<file path="config.mk">
export PLATFORM = sky130hd
export DESIGN_NAME = pwm_capture
export DESIGN_NICKNAME = d
export VERILOG_FILES = /design/src/rtl/pwm_pkg.sv /design/src/rtl/pwm_sync_edge.sv /design/src/rtl/pwm_capture.sv
export SDC_FILE = /design/constraint.sdc
export NUM_CORES = 1
export LEC_CHECK = 0
export ABC_AREA = 1
export CAP_MARGIN = 5
export CORE_MARGIN = 1.5
export CORE_UTILIZATION = 35
export CTS_BUF_LIST = sky130_fd_sc_hd__clkbuf_4 sky130_fd_sc_hd__clkbuf_8 sky130_fd_sc_hd__clkbuf_16
export CTS_CLUSTER_DIAMETER = 100
export CTS_CLUSTER_SIZE = 25
export DETAILED_ROUTE_END_ITERATION = 12
export PLACE_DENSITY_LB_ADDON = 0.12
export SETUP_SLACK_MARGIN = 0.4
export SYNTH_ARGS = -nofsm -noshare
export SYNTH_HDL_FRONTEND = slang
export SYNTH_HIERARCHICAL = 1
export SYNTH_SLANG_ARGS = --single-unit
</file>
<file path="constraint.sdc">
create_clock -name clk -period 3.2 [get_ports clk]
set_input_delay 0.48 -clock clk [delete_from_list [all_inputs] [get_ports clk]]
set_output_delay 0.48 -clock clk [all_outputs]
set_load 0.005 [all_outputs]
</file>
<file path="src/rtl/pwm_pkg.sv">
// Shared types and default sizing for the PWM capture path.
// Latency: n/a (declarations only).
// Backpressure: n/a.
package pwm_pkg;

    localparam int PWM_CNT_W       = 16;
    localparam int PWM_SYNC_STAGES = 2;

    typedef enum logic [1:0] {
        IDLE,
        HIGH,
        LOW,
        STUCK
    } cap_state_t;

endpackage

</file>
<file path="src/rtl/pwm_sync_edge.sv">
// Synchronises an asynchronous PWM input and flags its rising/falling edges.
// Latency: level appears SYNC_STAGES edges after pwm_in; rise/fall are combinational from level and its delayed copy.
// Backpressure: none, free-running.
module pwm_sync_edge
    import pwm_pkg::*;
#(
    parameter int SYNC_STAGES = PWM_SYNC_STAGES  // must be >= 2
) (
    input  logic i_clk,
    input  logic i_rst,
    input  logic i_pwm,
    output logic o_level,
    output logic o_rise,
    output logic o_fall
);

    logic [SYNC_STAGES-1:0] r_sync;
    logic                   r_dly;

    // Synchroniser chain plus one delay flop for edge detection; all clear on reset
    always_ff @(posedge i_clk) begin
        if (i_rst) begin
            r_sync <= '0;
            r_dly  <= 1'b0;
        end else begin
            r_sync <= {r_sync[SYNC_STAGES-2:0], i_pwm};
            r_dly  <= r_sync[SYNC_STAGES-1];
        end
    end

    assign o_level = r_sync[SYNC_STAGES-1];
    assign o_rise  =  r_sync[SYNC_STAGES-1] & ~r_dly;
    assign o_fall  = ~r_sync[SYNC_STAGES-1] &  r_dly;

endmodule

</file>
<file path="src/rtl/pwm_capture.sv">
// Measures high time and period of an asynchronous PWM input in clk cycles; flags stuck-high/low.
// Latency: meas_valid SYNC_STAGES+1 edges after the closing pwm_in rise; one-cycle strobe.
// Backpressure: none; consumer must sample on meas_valid.
module pwm_capture
    import pwm_pkg::*;
#(
    parameter int CNT_W       = PWM_CNT_W,
    parameter int SYNC_STAGES = PWM_SYNC_STAGES
) (
    input  logic             clk,
    input  logic             rst,
    input  logic             pwm_in,
    output logic [CNT_W-1:0] high_cnt,
    output logic [CNT_W-1:0] period_cnt,
    output logic             meas_valid,
    output logic             stuck_high,
    output logic             stuck_low,
    output logic             level
);

    localparam logic [CNT_W-1:0] MAX = {CNT_W{1'b1}};
    localparam logic [CNT_W-1:0] ONE = {{(CNT_W-1){1'b0}}, 1'b1};

    logic w_level, w_rise, w_fall;

    pwm_sync_edge #(
        .SYNC_STAGES(SYNC_STAGES)
    ) u_sync_edge (
        .i_clk  (clk),
        .i_rst  (rst),
        .i_pwm  (pwm_in),
        .o_level(w_level),
        .o_rise (w_rise),
        .o_fall (w_fall)
    );

    cap_state_t       r_state, w_state_nxt;
    logic [CNT_W-1:0] r_cnt, w_cnt_nxt;
    logic [CNT_W-1:0] r_hi, w_hi_nxt;
    logic [CNT_W-1:0] r_high_cnt, w_high_nxt;
    logic [CNT_W-1:0] r_period_cnt, w_period_nxt;
    logic             r_meas_valid, w_valid_nxt;
    logic             r_stuck_high, w_sh_nxt;
    logic             r_stuck_low, w_sl_nxt;

    logic             w_at_max;
    logic             w_no_edge;
    logic [CNT_W-1:0] w_cnt_inc;

    assign w_at_max  = (r_cnt == MAX);
    assign w_no_edge = ~w_rise & ~w_fall;
    // Counter saturates at MAX instead of wrapping
    assign w_cnt_inc = w_at_max ? MAX : (r_cnt + ONE);

    // State register
    always_ff @(posedge clk) begin
        if (rst) begin
            r_state <= IDLE;
        end else begin
            r_state <= w_state_nxt;
        end
    end

    // Next-state, counter, latch and flag logic; an edge always beats saturation
    always_comb begin
        w_state_nxt  = r_state;
        w_cnt_nxt    = r_cnt;
        w_hi_nxt     = r_hi;
        w_high_nxt   = r_high_cnt;
        w_period_nxt = r_period_cnt;
        w_valid_nxt  = 1'b0;
        w_sh_nxt     = r_stuck_high;
        w_sl_nxt     = r_stuck_low;

        case (r_state)
            IDLE: begin
                // Period before the first rise is never published
                if (w_rise) begin
                    w_state_nxt = HIGH;
                    w_cnt_nxt   = ONE;
                end else if (w_at_max && w_no_edge) begin
                    w_state_nxt = STUCK;
                    w_sh_nxt    = w_level;
                    w_sl_nxt    = ~w_level;
                end else begin
                    w_cnt_nxt   = w_cnt_inc;
                end
            end
            HIGH: begin
                if (w_fall) begin
                    w_hi_nxt    = r_cnt;
                    w_state_nxt = LOW;
                    w_cnt_nxt   = w_cnt_inc;
                end else if (w_at_max && w_no_edge) begin
                    w_state_nxt = STUCK;
                    w_sh_nxt    = w_level;
                    w_sl_nxt    = ~w_level;
                end else begin
                    w_cnt_nxt   = w_cnt_inc;
                end
            end
            LOW: begin
                if (w_rise) begin
                    w_period_nxt = r_cnt;
                    w_high_nxt   = r_hi;
                    w_valid_nxt  = 1'b1;
                    w_state_nxt  = HIGH;
                    w_cnt_nxt    = ONE;
                end else if (w_at_max && w_no_edge) begin
                    w_state_nxt = STUCK;
                    w_sh_nxt    = w_level;
                    w_sl_nxt    = ~w_level;
                end else begin
                    w_cnt_nxt   = w_cnt_inc;
                end
            end
            STUCK: begin
                // Recovery rise restarts measurement without publishing
                if (w_rise) begin
                    w_state_nxt = HIGH;
                    w_cnt_nxt   = ONE;
                    w_sh_nxt    = 1'b0;
                    w_sl_nxt    = 1'b0;
                end
            end
            default: begin
                w_state_nxt = IDLE;
                w_cnt_nxt   = '0;
            end
        endcase
    end

    // Counter, high-time latch, published measurements and stuck flags
    always_ff @(posedge clk) begin
        if (rst) begin
            r_cnt        <= '0;
            r_hi         <= '0;
            r_high_cnt   <= '0;
            r_period_cnt <= '0;
            r_meas_valid <= 1'b0;
            r_stuck_high <= 1'b0;
            r_stuck_low  <= 1'b0;
        end else begin
            r_cnt        <= w_cnt_nxt;
            r_hi         <= w_hi_nxt;
            r_high_cnt   <= w_high_nxt;
            r_period_cnt <= w_period_nxt;
            r_meas_valid <= w_valid_nxt;
            r_stuck_high <= w_sh_nxt;
            r_stuck_low  <= w_sl_nxt;
        end
    end

    assign high_cnt   = r_high_cnt;
    assign period_cnt = r_period_cnt;
    assign meas_valid = r_meas_valid;
    assign stuck_high = r_stuck_high;
    assign stuck_low  = r_stuck_low;
    assign level      = w_level;

endmodule

</file>
Word level (Yosys, flattened, before mapping)

Cells that the tools add are included.

$add $sub $neg: 1
Equal/unequal tests: 7
Mux-type cells: 21
Bitwise gates (word level): 8
Reduce and logical (&&, ||, !) cells: 7

Operators by type and width:

| cell                                                                  | count |
|---|---|
| 16-bit two-way mux                                                    | 5 |
| 16-bit case mux with 3 select lines                                   | 1 |
| 16-bit by 1-bit adder with 16-bit output, second input constant       | 1 |
| 16-bit equality test, second input constant                           | 1 |
| 1-bit two-way mux                                                     | 8 |
| 2-bit two-way mux                                                     | 4 |
| 2-bit != test, second input constant                                  | 3 |
| 1-bit case mux with 3 select lines                                    | 2 |
| 2-bit case mux with 3 select lines                                    | 1 |
| 1-bit inverter                                                        | 5 |
| 2-bit equality test, second input constant                            | 2 |
| 2-bit AND reduction                                                   | 2 |
| 2-bit OR reduction                                                    | 2 |
| 1-bit AND                                                             | 3 |
| 3-bit AND reduction                                                   | 1 |
| 2-bit by 1-bit equality test with 1-bit output, second input constant | 1 |
| 2-bit zero test                                                       | 1 |
| 1-bit logical AND                                                     | 1 |

Flip-flop bits (word level): 72
Input port bits: 3
Output and inout port bits: 36
Word-level logic and storage cells: 54

Longest topological paths before layout

Gate-level depths: netlist of the first run.

Depth in word-level cells: 8
Gate-level depth with buffers: 12
Depth with buffers taken out: 12

Hierarchy

The synthesis of the first run kept the hierarchy.

Modules (own cells, without submodules):

| module        | times used | cells an instance | area an instance (um^2) | sequential area each (um^2) |
|---|---|---|---|---|
| pwm_capture   | 1          | 474               | 3305.7                  | 1381.3 |
| pwm_sync_edge | 1          | 12                | 93.8                    | 60.1 |

Worst setup path after synthesis of the first run

Ideal clock, no wire load.

Path type: register -> register
Start: register r_cnt[1]
End: register r_cnt[2]
Library setup time: 0.110 ns
Data arrival time: 1.389 ns
Required time: 3.090 ns
Slack: 1.702 ns
Stages on the path, launching flop included: 13
Buffers on the path: 0
Clock period less this slack: 1.498 ns
Path through: dfxtp_1 > ha_1 > nand2_2 > nor2_4 > nand3_2 > nor2_4 > nand2_4 > nand2_2 > inv_2 > nand2_1 > nand2_1 > nand2_1 > inv_1

Word-level cells in the longest chain between the ends: 5
Elaborated cells between the ends (all ways): 8
Classes of those cells: 1 x add/sub; 1 x eq/ne; 5 x mux; 1 x reduce/logical

Ends and longest elaborated chain:

| what                                                                             | RTL line                                                 | RTL |
|---|---|---|
| start, declared                                                                  | pwm_capture.sv:38                                        | `logic [CNT_W-1:0] r_cnt, w_cnt_nxt;` |
| start signal, assigned                                                           | pwm_capture.sv:144                                       | `r_cnt <= w_cnt_nxt;` |
| 16-bit by 1-bit adder with 16-bit output or 16-bit equality test (tied branches) | pwm_capture.sv:53, pwm_capture.sv:50                     |  |
| 16-bit two-way mux or 1-bit logical AND (tied branches)                          | n/a                                                      |  |
| 16-bit two-way mux                                                               | pwm_capture.sv:81, pwm_capture.sv:94, pwm_capture.sv:109 |  |
| 16-bit two-way mux, on equally long branches                                     | pwm_capture.sv:78, pwm_capture.sv:90                     |  |
| 16-bit case mux with 3 select lines *                                            | pwm_capture.sv:75                                        | `case (r_state)` |

Mark *: on every way between the ends. The rest lies on a longest branch, timed or not.
A chain may end at the register's enable or synchronous reset.

Worst setup path after layout of the first run

Start: register r_state[0]
End: register r_cnt[2]

Word-level cells in the longest chain between the ends: 3
Elaborated cells between the ends (all ways): 7
Classes of those cells: 4 x eq/ne; 1 x mux; 2 x reduce/logical

Ends and longest elaborated chain:

| what                                                   | RTL line          | RTL |
|---|---|---|
| start, declared                                        | pwm_capture.sv:37 | `cap_state_t r_state, w_state_nxt;` |
| start signal, assigned                                 | pwm_capture.sv:60 | `r_state <= w_state_nxt;` |
| 2-bit equality test or 2-bit zero test (tied branches) | pwm_capture.sv:75 |  |
| 2-bit OR reduction (no line)                           | n/a               |  |
| 16-bit case mux with 3 select lines                    | pwm_capture.sv:75 |  |

Several ways; a longest one is shown, not always the timed one.

==> qor.yml, run 1 <==
synthesis:
  synth_largest_type_area_fraction_pct: 42.4
  synthesis.instances: 486
  post-synth-top-count-cell: "sky130_fd_sc_hd__nand2_1"
  ys_seq_area_share_pct: 42.4
  synth_flop_cell: "sky130_fd_sc_hd__dfxtp_1"
  synthesis.area_per_instance_um2: 6.99
  library_cell_occupying_the_most_area_in_the_post_synthesis_netlist: "sky130_fd_sc_hd__dfxtp_1"
  postSynth.asyncResetShare_pct: 0
  yosys_warnings: 6
  post_synth_main_area_contributors: "sky130_fd_sc_hd__dfxtp_1, sky130_fd_sc_hd__nand2_1, sky130_fd_sc_hd__nand3_1"
  synth_fp_nets: 490
  count_of_state_elements_after_synthesis: 72
  yosys.cell_types.count: 27
  commonest_cells_in_the_netlist: "sky130_fd_sc_hd__nand2_1, sky130_fd_sc_hd__nand3_1, sky130_fd_sc_hd__dfxtp_1"
  synth_enable_flop_cells: 0
  syn-cell-area_um2: 3400
clock_tree:
  post_cts.repair.setup_buffers: 0
  clock_tree_from_tritoncts: "yes"
  clk_pin_slew_worst_paths_ns: 0.07
  clk_root_buffer_cell: "sky130_fd_sc_hd__clkbuf_8"
  cts_sinks: 72
  clk-insertion-delay-late_ns: 0.35
  cts_repair_resize_count: 0
  cts_buffer_depth: 2
  cts-hold-fix-buffers: 0
  clock_tree.htree_level_count: 3
  tritoncts.num_buffers: 9
flow_run:
  max_cap_violations: 0
detailed_routing:
  wl_per_cell_um: 14.0
  antenna_left: 0
  num_vias: 3223
  drt-total-wl_um: 9090
  initial_drc_count: 126
  drtPass1Iterations: 5
  routed_via_density: 4.97
  drcViolationCount: 0
timing:
  rsz_0062_raised_after_global_routing: "no"
  least_setup_slack_across_all_paths_after_layout_ns: 1.08
  period_minus_slack_ns: 2.12
  max_slew_headroom_pct: 33.8
  fmax_ghz: 0.472
  timing_worst_slew_pin_value_ns: 0.990
  finClkSkew_ns: 0.00967
  final_report_setup_violation_count: 0
  drv_slew: 0
  min_period_over_period_pct: 66.2
  tns_ns: 0
  final-hold-violation-count: 0
grt:
  grtUsageTotal_pct: 18.9
  number_of_antenna_violations_at_the_first_check_in_global_routing: 0
  gr-total-overflow: 0
  vias_in_the_first_global_route: 3014
  grt_max_degree: 37
  wire_length_of_the_first_global_routing_pass_um: 14900
layout:
  cell_count_final_fillers_out: 648
  design.final.nets: 518
  area_delta_synth_final_pct: 19.1
  antennaDiodeCount: 0
  layout-drive-gt1-share_pct: 11.6
  fillCellCount: 969
placed_design:
  finalWeightedCongestion: 0.842
  place_hpwl_um: 6110
  io_buffer_count: 38
  worst_setup_timing_slack_at_the_placement_stage_ns: 1.16
  dp_cells: 632
die:
  die_height_um: 102
  floorplan.rows: 35
  floorplan.io_pins: 39
  die_area_um2: 10300
  die_w_um: 102
  core_region_area_um2: 9330
  initial_core_util_pct: 36.4
setup_path:
  timing.critical_path.arrival_ns: 2.41
  worstReg2RegStart: "r_state[0]$_SDFFE_PP0P_"
  cell_count_of_the_worst_reg_to_reg_path: 8
  timing.setup.critical_path_class: "flop to flop"
  crit_path_max_fanout: 13
  type_of_destination_of_the_critical_path: "flop"
  r2r_end: "r_cnt[2]$_SDFFE_PP0P_"
  timing.reg2reg.setup_slack_ns: 1.08
  worst_setup_path_start_kind: "flop"
  crit_required_ns: 3.49
hold_path:
  worst_hold_path.num_cells: 2
  timing.hold.worst.start: "u_sync_edge/r_sync[0]$_SDFF_PP0_"
  worst_hold_path_type: "flop to flop"
  holdPathEnd: "u_sync_edge/r_sync[1]$_SDFF_PP0_"
power:
  power.leakage_uw: 0.00161
  powerDensity_nw_per_um2: 418
  worst_supply_voltage_drop_on_vdd_mv: 0.232
run_status:
  run_status: "complete, no violations"
critical path, stage by stage (launching register included):
cell and delay, ns:
sky130_fd_sc_hd__dfxtp_1 0.38, sky130_fd_sc_hd__nand2_1 0.16, sky130_fd_sc_hd__nor2_1 0.78, sky130_fd_sc_hd__inv_2 0.30, sky130_fd_sc_hd__nand2_1 0.21, sky130_fd_sc_hd__nand2_1 0.06, sky130_fd_sc_hd__nand2_1 0.08, sky130_fd_sc_hd__nand2_1 0.05
sky130_fd_sc_hd__inv_1 0.05
report_power, final:
| part | total (uW) | internal, uW | switching (uW) |
|---|---|---|---|
| sequential | 910 | 901 | 8.92 |
| combinational | 68.5 | 17.3 | 51.1 |
| clock | 712 | 360 | 353 |
| total | 1690 | 1280 | 413 |
worst max path at each step:
| stage | startpoint | end | slack [ns] | depth (start not counted) |
|---|---|---|---|---|
| floorplan | r_cnt[1]$_SDFFE_PP0P_ | r_cnt[2]$_SDFFE_PP0P_ | 1.70 | 12 |
| global placement | r_state[0]$_SDFFE_PP0P_ | r_cnt[2]$_SDFFE_PP0P_ | 1.20 | 8 |
| detailed placement | r_state[0]$_SDFFE_PP0P_ | r_cnt[2]$_SDFFE_PP0P_ | 1.16 | 8 |
| CTS | r_state[0]$_SDFFE_PP0P_ | r_cnt[2]$_SDFFE_PP0P_ | 1.13 | 8 |
| global route | u_sync_edge/r_sync[1]$_SDFF_PP0_ | high_cnt[3]$_SDFFE_PP0P_ | 1.01 | 8 |
| finish | r_state[0]$_SDFFE_PP0P_ | r_cnt[2]$_SDFFE_PP0P_ | 1.08 | 8 |
logic make-up (layout without fill, tap and decap cells):
family	after synthesis	in the layout	share of synthesized area, %
DFF	72	72	42.4
adders and majority gates	1	1	0.368
buffers and inverters	71	104	8.76
AOI/OAI and AO/OA	72	72	10.9
and+or+nand+nor	270	270	37.6
cells in the final DEF (no fill, tap or decap):
cell type / synthesis / final
sky130_fd_sc_hd__clkinvlp_4: 0 / 1
sky130_fd_sc_hd__nand3b_1: 1 / 1
sky130_fd_sc_hd__nand4_1: 6 / 6
sky130_fd_sc_hd__inv_2: 7 / 7
sky130_fd_sc_hd__inv_1: 34 / 34
sky130_fd_sc_hd__a21boi_2: 1 / 1
sky130_fd_sc_hd__o21ai_1: 1 / 1
sky130_fd_sc_hd__o21ai_0: 7 / 7
sky130_fd_sc_hd__clkinv_4: 1 / 2
sky130_fd_sc_hd__o211ai_1: 1 / 1
sky130_fd_sc_hd__nand3_2: 8 / 8
sky130_fd_sc_hd__dfxtp_1: 72 / 72
sky130_fd_sc_hd__ha_1: 1 / 1
sky130_fd_sc_hd__nor2_2: 4 / 4
sky130_fd_sc_hd__clkdlybuf4s50_1: 0 / 37
sky130_fd_sc_hd__nand2_2: 6 / 6
sky130_fd_sc_hd__nand2_1: 129 / 129
sky130_fd_sc_hd__buf_2: 9 / 1
sky130_fd_sc_hd__a21oi_1: 62 / 62
sky130_fd_sc_hd__nor2_1: 25 / 25
sky130_fd_sc_hd__buf_4: 2 / 6
sky130_fd_sc_hd__bufinv_16: 0 / 1
sky130_fd_sc_hd__nor2_4: 6 / 6
sky130_fd_sc_hd__clkinv_2: 0 / 3
sky130_fd_sc_hd__clkbuf_8: 0 / 9
sky130_fd_sc_hd__nand2_4: 3 / 3
sky130_fd_sc_hd__inv_6: 0 / 1
sky130_fd_sc_hd__nand3_1: 81 / 81
sky130_fd_sc_hd__or2_2: 1 / 1
sky130_fd_sc_hd__clkinv_1: 2 / 2
final cells by class:
cell class	count	area [um2]	share of cell area, %
Tap cell	129	161	3.99
Inverter	44	170	4.20
Clock buffer	9	124	3.06
Clock inverter	7	70.1	1.73
Sequential cell	72	1440	35.6
Timing Repair Buffer	44	420	10.4
Multi-Input combinational cell	343	1660	41.0
stage by stage:
stage          cell area [um2]  util, %  total power (uW)  hold slack [ns]
6_report                  4050     43.4              1690            0.407
5_1_grt                   4050     43.4              1770            0.431
4_1_cts                   4050     43.4              1720            0.412
3_5_place_dp              3850     41.3               999            0.400
3_3_place_gp              3850     41.3               999            0.397
2_1_floorplan             3400        -               977            0.388
registers in the layout, indices dropped and copies added (netlist names):
register and flops:
r_hi 16, period_cnt 16, stuck_low 1, stuck_high 1, high_cnt 16, r_state 2
r_cnt 16, u_sync_edge/r_sync 2, u_sync_edge/r_dly 1, meas_valid 1
routing by layer:
| layer | track usage (%) | up-vias | part of all wire (%) |
|---|---|---|---|
| met4 | 9.51 | 0 | 3.0 |
| met5 | 0 | - | 0 |
| met2 | 29.4 | 91 | 44 |
| li1 | - | 1637 | - |
| met3 | 4.55 | 22 | 4.1 |
| met1 | 24.6 | 1473 | 49 |
Note: power is estimated with default switching activity, not from simulation.
==> inputs of run 2 (changes only) <==
==> constraint.sdc (replaced) <==
create_clock -name clk -period 2 [get_ports clk]
set_input_delay 0.3 -clock clk [delete_from_list [all_inputs] [get_ports clk]]
set_output_delay 0.3 -clock clk [all_outputs]
set_load 0.005 [all_outputs]
==> run 2 against run 1 <==
Combinational power up 78%; core utilization rose by 3.5 points; clock-buffer cell count increased by 1; first-iteration DRC count up 40%; fmax rose by 37%; clock power up 100%; non-clock buffer count up 21; global-route usage up 0.33 points; total power up 78%; largest power group unchanged.
==> qor.yml, run 2 (synthesis results as in run 1) <==
timing:
  rsz_0062_raised_after_global_routing: "yes"
  drv_slew: 0
  tns_ns: 0
  fmax_ghz: 0.647
  finClkSkew_ns: 0.0104
  min_period_over_period_pct: 77.2
  period_minus_slack_ns: 1.54
  max_slew_headroom_pct: 76.6
  final_report_setup_violation_count: 0
  timing_worst_slew_pin_value_ns: 0.351
  final-hold-violation-count: 0
grt:
  grt_max_degree: 35
  vias_in_the_first_global_route: 2984
  number_of_antenna_violations_at_the_first_check_in_global_routing: 0
  wire_length_of_the_first_global_routing_pass_um: 15100
  gr-total-overflow: 0
  grtUsageTotal_pct: 19.3
detailed_routing:
  antenna_left: 0
  drtPass1Iterations: 4
  routed_via_density: 4.86
  num_vias: 3248
  drcViolationCount: 0
  wl_per_cell_um: 13.9
  drt-total-wl_um: 9310
  initial_drc_count: 176
die:
  initial_core_util_pct: 36.4
  core_region_area_um2: 9330
  floorplan.io_pins: 39
  die_height_um: 102
  floorplan.rows: 35
  die_w_um: 102
  die_area_um2: 10300
clock_tree:
  cts_sinks: 72
  tritoncts.num_buffers: 9
  clk-insertion-delay-late_ns: 0.35
  clock_tree_from_tritoncts: "yes"
  clock_tree.htree_level_count: 3
  cts-hold-fix-buffers: 0
  cts_buffer_depth: 2
  clk_root_buffer_cell: "sky130_fd_sc_hd__clkbuf_8"
  clk_pin_slew_worst_paths_ns: 0.08
power:
  worst_supply_voltage_drop_on_vdd_mv: 0.363
  power.leakage_uw: 0.00176
  total_power_uw: 3010
  powerDensity_nw_per_um2: 687
layout:
  layout_common_cells: "sky130_fd_sc_hd__nand2_1, sky130_fd_sc_hd__nand3_1, sky130_fd_sc_hd__a21oi_1, sky130_fd_sc_hd__dfxtp_1, sky130_fd_sc_hd__clkdlybuf4s50_1"
  antennaDiodeCount: 0
  fillCellCount: 975
  area.sequential_um2: 1460
  layout-drive-gt1-share_pct: 17.8
  area_delta_synth_final_pct: 28.8
  finalInstanceArea_um2: 4380
  final_common_cell: "sky130_fd_sc_hd__nand2_1"
  area_of_combinational_cells_with_multiple_inputs_um2: 1720
  design.final.nets: 539
setup_path:
  type_of_destination_of_the_critical_path: "flop"
  crit_path_max_fanout: 5
  critPathMaxStageDelay_ns: 0.39
  worst_path_most_repeated_cell: "sky130_fd_sc_hd__nand2_1"
  worst_setup_path_start_kind: "flop"
  timing.critical_path.arrival_ns: 1.84
  r2r_end: "r_cnt[2]$_SDFFE_PP0P_"
  crit_required_ns: 2.29
  worstReg2RegStart: "r_cnt[0]$_SDFFE_PP0P_"
  timing.setup.critical_path_class: "flop to flop"
  timing.critical_path.cells: "ha_4, nand2_4, nor2_4, nand2_4, nor2_4, nand4_1, nand2_2, nand2_1, nand2_1, nand2_1, inv_1"
  slowest_stage: "sky130_fd_sc_hd__dfxtp_4"
  timing.reg2reg.setup_slack_ns: 0.46
  cell_count_of_the_worst_reg_to_reg_path: 11
hold_path:
  worst_hold_path.num_cells: 2
  timing.hold.worst.start: "rst"
  holdPathEnd: "r_state[0]$_SDFFE_PP0P_"
  worst_hold_path_type: "input port to flop"
placed_design:
  dpl-instance-area_um2: 3960
  io_buffer_count: 38
  place_hpwl_um: 6470
  finalWeightedCongestion: 0.886
flow_run:
  max_cap_violations: 0
run_status:
  run_status: "complete, no violations"
==> run 2: cell count changes in the layout (fill, tap and decap cells not counted), sizes merged <==
cell	delta
bufinv	+2
inv	+1
clkinvlp	-1
clkinv	-3
buf	+21
clkbuf	+1
==> run 2: through the flow <==
step           instances  setup WS (ns)  util, %  hold slack, ns
2_1_floorplan        486          0.502        -           0.371
3_3_place_gp         646          0.235     42.4           0.395
3_5_place_dp         646          0.245     42.4           0.399
4_1_cts              664          0.384     45.6           0.211
5_1_grt              669          0.328     46.9           0.227
6_report             669          0.455     46.9           0.222
==> run 2: layout make-up <==
class | instances | share of cell area, %
multi-input combinational | 343 | 39.2
sequential | 72 | 33.3
timing repair buffer | 65 | 14.2
inverter | 44 | 3.89
tap | 129 | 3.69
clock buffer | 10 | 3.00
clock inverter | 6 | 2.66
==> run 2: repair_timing <==
action,4_1_cts,5_1_grt
setup buffers,2,5
resized for setup,11,21
endpoints found under the setup margin,18,53
pin swaps,2,7
==> run 2: worst max path at each step <==
stage                           from                     to  slack [ns]  cells after the start
5_1_grt        r_cnt[0]$_SDFFE_PP0P_  r_cnt[2]$_SDFFE_PP0P_        0.33                     11
6_report       r_cnt[0]$_SDFFE_PP0P_  r_cnt[2]$_SDFFE_PP0P_        0.46                     11
2_1_floorplan  r_cnt[1]$_SDFFE_PP0P_  r_cnt[2]$_SDFFE_PP0P_        0.50                     12
4_1_cts        r_cnt[3]$_SDFFE_PP0P_  r_cnt[2]$_SDFFE_PP0P_        0.38                     11
3_3_place_gp   r_cnt[1]$_SDFFE_PP0P_  r_cnt[2]$_SDFFE_PP0P_        0.23                     12
3_5_place_dp   r_cnt[1]$_SDFFE_PP0P_  r_cnt[2]$_SDFFE_PP0P_        0.25                     12
==> run 2: worst max-delay path: cells and delay by family (launching register included) <==
kind / cells / cell delay (ns)
and+or+nand+nor: 9 / 0.89
adders and majority gates: 1 / 0.16
buffers and inverters: 1 / 0.05
DFF: 1 / 0.39
==> run 2: layer usage <==
layer	share of wire [%]	track usage, %	vias to the layer above
met5	0	0	-
met4	0.99	4.81	0
met3	4.6	3.80	7
met2	45	30.9	66
met1	50	26.6	1496
li1	-	-	1679
==> run 2: power by group <==
part | internal [uW] | switching [uW]
logic | 38.1 | 84.3
registers | 1440 | 14.2
clock network | 852 | 575
total | 2330 | 674
==> inputs of run 3 (changes only) <==
==> constraint.sdc (replaced) <==
create_clock -name clk -period 1.5 [get_ports clk]
set_input_delay 0.225 -clock clk [delete_from_list [all_inputs] [get_ports clk]]
set_output_delay 0.225 -clock clk [all_outputs]
set_load 0.005 [all_outputs]
==> run 3 against run 2 <==
Fmax grew 4.0%; core utilization grew 8.4 points; highest routed layer unchanged; via count grew 9.5%; die area is the same; clock-buffer cell count is the same; sequential cell count is the same; final cell count grew 6.1%; final area grew 18%; hold slack gained 0.030 ns; global-route usage grew 1.7 points; combinational power grew 140%; largest power group is now the clock network.
==> qor.yml, run 3 (synthesis results as in run 1) <==
layout:
  layout_common_cells: "sky130_fd_sc_hd__nand2_1, sky130_fd_sc_hd__nand3_1, sky130_fd_sc_hd__buf_4, sky130_fd_sc_hd__dfxtp_2, sky130_fd_sc_hd__a21oi_1"
  area_delta_synth_final_pct: 51.9
  antennaDiodeCount: 0
  design.final.nets: 580
  layout-drive-gt1-share_pct: 52.2
  final_common_cell: "sky130_fd_sc_hd__nand2_1"
clock_tree:
  clk_root_buffer_cell: "sky130_fd_sc_hd__clkbuf_8"
  clk-insertion-delay-late_ns: 0.35
  cts_buffer_depth: 2
  clock_tree.htree_level_count: 3
  cts_sinks: 72
  tritoncts.num_buffers: 9
  clock_tree_from_tritoncts: "yes"
  clk_pin_slew_worst_paths_ns: 0.09
setup_path:
  timing.critical_path.arrival_ns: 1.74
  worst_setup_path_start_kind: "flop"
  worst_path_most_repeated_cell: "sky130_fd_sc_hd__nand3_1"
  timing.critical_path.max_delay_family: "simple AND/OR/NAND/NOR gates"
  type_of_destination_of_the_critical_path: "flop"
  worst-path-buf-inv: 3
  timing.critical_path.cells: "buf_6, nand2_2, nor2_4, buf_6, nand3_1, nand2_1, nand3_2, nand3_1, nand3_1, nand2_1, inv_1"
  slowest_stage: "sky130_fd_sc_hd__dfxtp_4"
  crit_path_max_fanout: 4
  timing.reg2reg.setup_slack_ns: 0.01
  timing.setup.critical_path_class: "flop to flop"
  critPathMaxStageDelay_ns: 0.37
  crit_required_ns: 1.75
die:
  initial_core_util_pct: 36.4
  floorplan.rows: 35
  floorplan.io_pins: 39
  die_height_um: 102
  core_region_area_um2: 9330
  die_area_um2: 10300
  die_w_um: 102
grt:
  wire_length_of_the_first_global_routing_pass_um: 16800
  grt_max_degree: 37
  gr-total-overflow: 0
  vias_in_the_first_global_route: 3338
  number_of_antenna_violations_at_the_first_check_in_global_routing: 0
  grtUsageTotal_pct: 21.0
flow_run:
  max_cap_violations: 0
timing:
  finClkSkew_ns: 0.0110
  fmax_ghz: 0.673
  max_slew_headroom_pct: 69.9
  final_report_setup_violation_count: 0
  period_minus_slack_ns: 1.49
  drv_slew: 0
  hold_slack_ns: 0.253
  rsz_0062_raised_after_global_routing: "yes"
  tns_ns: 0
  final-hold-violation-count: 0
  min_period_over_period_pct: 99.0
  timing_worst_slew_pin_value_ns: 0.451
hold_path:
  worst_hold_path_type: "input port to flop"
detailed_routing:
  drtPass1Iterations: 5
  routed_via_density: 5.01
  route.met2.wl_um: 5230
  met1Wirelength_um: 4860
  initial_drc_count: 165
  drcViolationCount: 0
  wl_per_cell_um: 15.2
  detailroute.wirelength.met3_um: 489
  num_vias: 3558
  drt-total-wl_um: 10800
  antenna_left: 0
  top_layer: "met4"
placed_design:
  finalWeightedCongestion: 0.927
  place_hpwl_um: 6700
  io_buffer_count: 38
power:
  worst_supply_voltage_drop_on_vdd_mv: 0.563
  power.leakage_uw: 0.00216
  powerDensity_nw_per_um2: 808
run_status:
  run_status: "complete, no violations"
-- run 3: cell count changes in the layout (fill, tap and decap cells not counted), sizes merged --
cell,delta
buf,+67
clkdlybuf4s50,-36
nand2,+6
clkbuf,+4
clkinv,-2
clkinvlp,+2
-- run 3: layout make-up --
type / count / area, um2
clock buffer: 10 / 131
clock inverter: 6 / 115
fill: 905 / 4160
inverter: 44 / 191
multi-input combinational: 349 / 2240
sequential: 72 / 1520
tap: 129 / 161
timing repair buffer: 100 / 801
-- run 3: stage by stage --
step	power [uW]	setup WS, ns	cell area (um2)	std cells	util [%]
2_1_floorplan	2110	0.0714	3540	486	-
3_3_place_gp	2160	0.00456	4140	660	44.4
3_5_place_dp	2160	-0.0280	4140	660	44.4
4_1_cts	4130	0.0441	4660	698	50.0
5_1_grt	4290	-0.0870	5160	710	55.4
6_report	4170	0.0150	5160	710	55.4
-- run 3: final timing paths --
kind	from	to	cells past startpoint
max	r_cnt[1]$_SDFFE_PP0P_	r_cnt[9]$_SDFFE_PP0P_	11
min	rst	r_cnt[10]$_SDFFE_PP0P_	4
max reg2reg	r_cnt[1]$_SDFFE_PP0P_	r_cnt[9]$_SDFFE_PP0P_	11
min reg2reg	u_sync_edge/r_sync[0]$_SDFF_PP0_	u_sync_edge/r_sync[1]$_SDFF_PP0_	2
-- run 3: repair_timing --
item	in CTS	in global routing
hold endpoints to repair	0	0
cloned	2	6
resized for setup	230	105
buffers inserted	20	6
setup endpoints to repair	105	73
hold buffers	0	0
pin swaps	20	21
-- run 3: where the power goes --
group / switching (uW) / internal (uW) / total [uW]
Sequential: 16.4 / 1910 / 1930
Combinational: 168 / 119 / 287
Clock: 817 / 1140 / 1950
-- run 3: layer usage --
layer	up-vias	track usage, %
met5	-	0
met2	98	35.1
met1	1665	27.2
li1	1774	-
met4	0	7.16
met3	21	3.86
-- run 3: worst register-to-register path, stage by stage, from the launching register on --
cell and delay [ns]:
sky130_fd_sc_hd__dfxtp_4 0.37, sky130_fd_sc_hd__buf_6 0.09, sky130_fd_sc_hd__nand2_2 0.05, sky130_fd_sc_hd__nor2_4 0.22, sky130_fd_sc_hd__buf_6 0.14, sky130_fd_sc_hd__nand3_1 0.07
sky130_fd_sc_hd__nand2_1 0.09, sky130_fd_sc_hd__nand3_2 0.08, sky130_fd_sc_hd__nand3_1 0.07, sky130_fd_sc_hd__nand3_1 0.09, sky130_fd_sc_hd__nand2_1 0.07, sky130_fd_sc_hd__inv_1 0.03
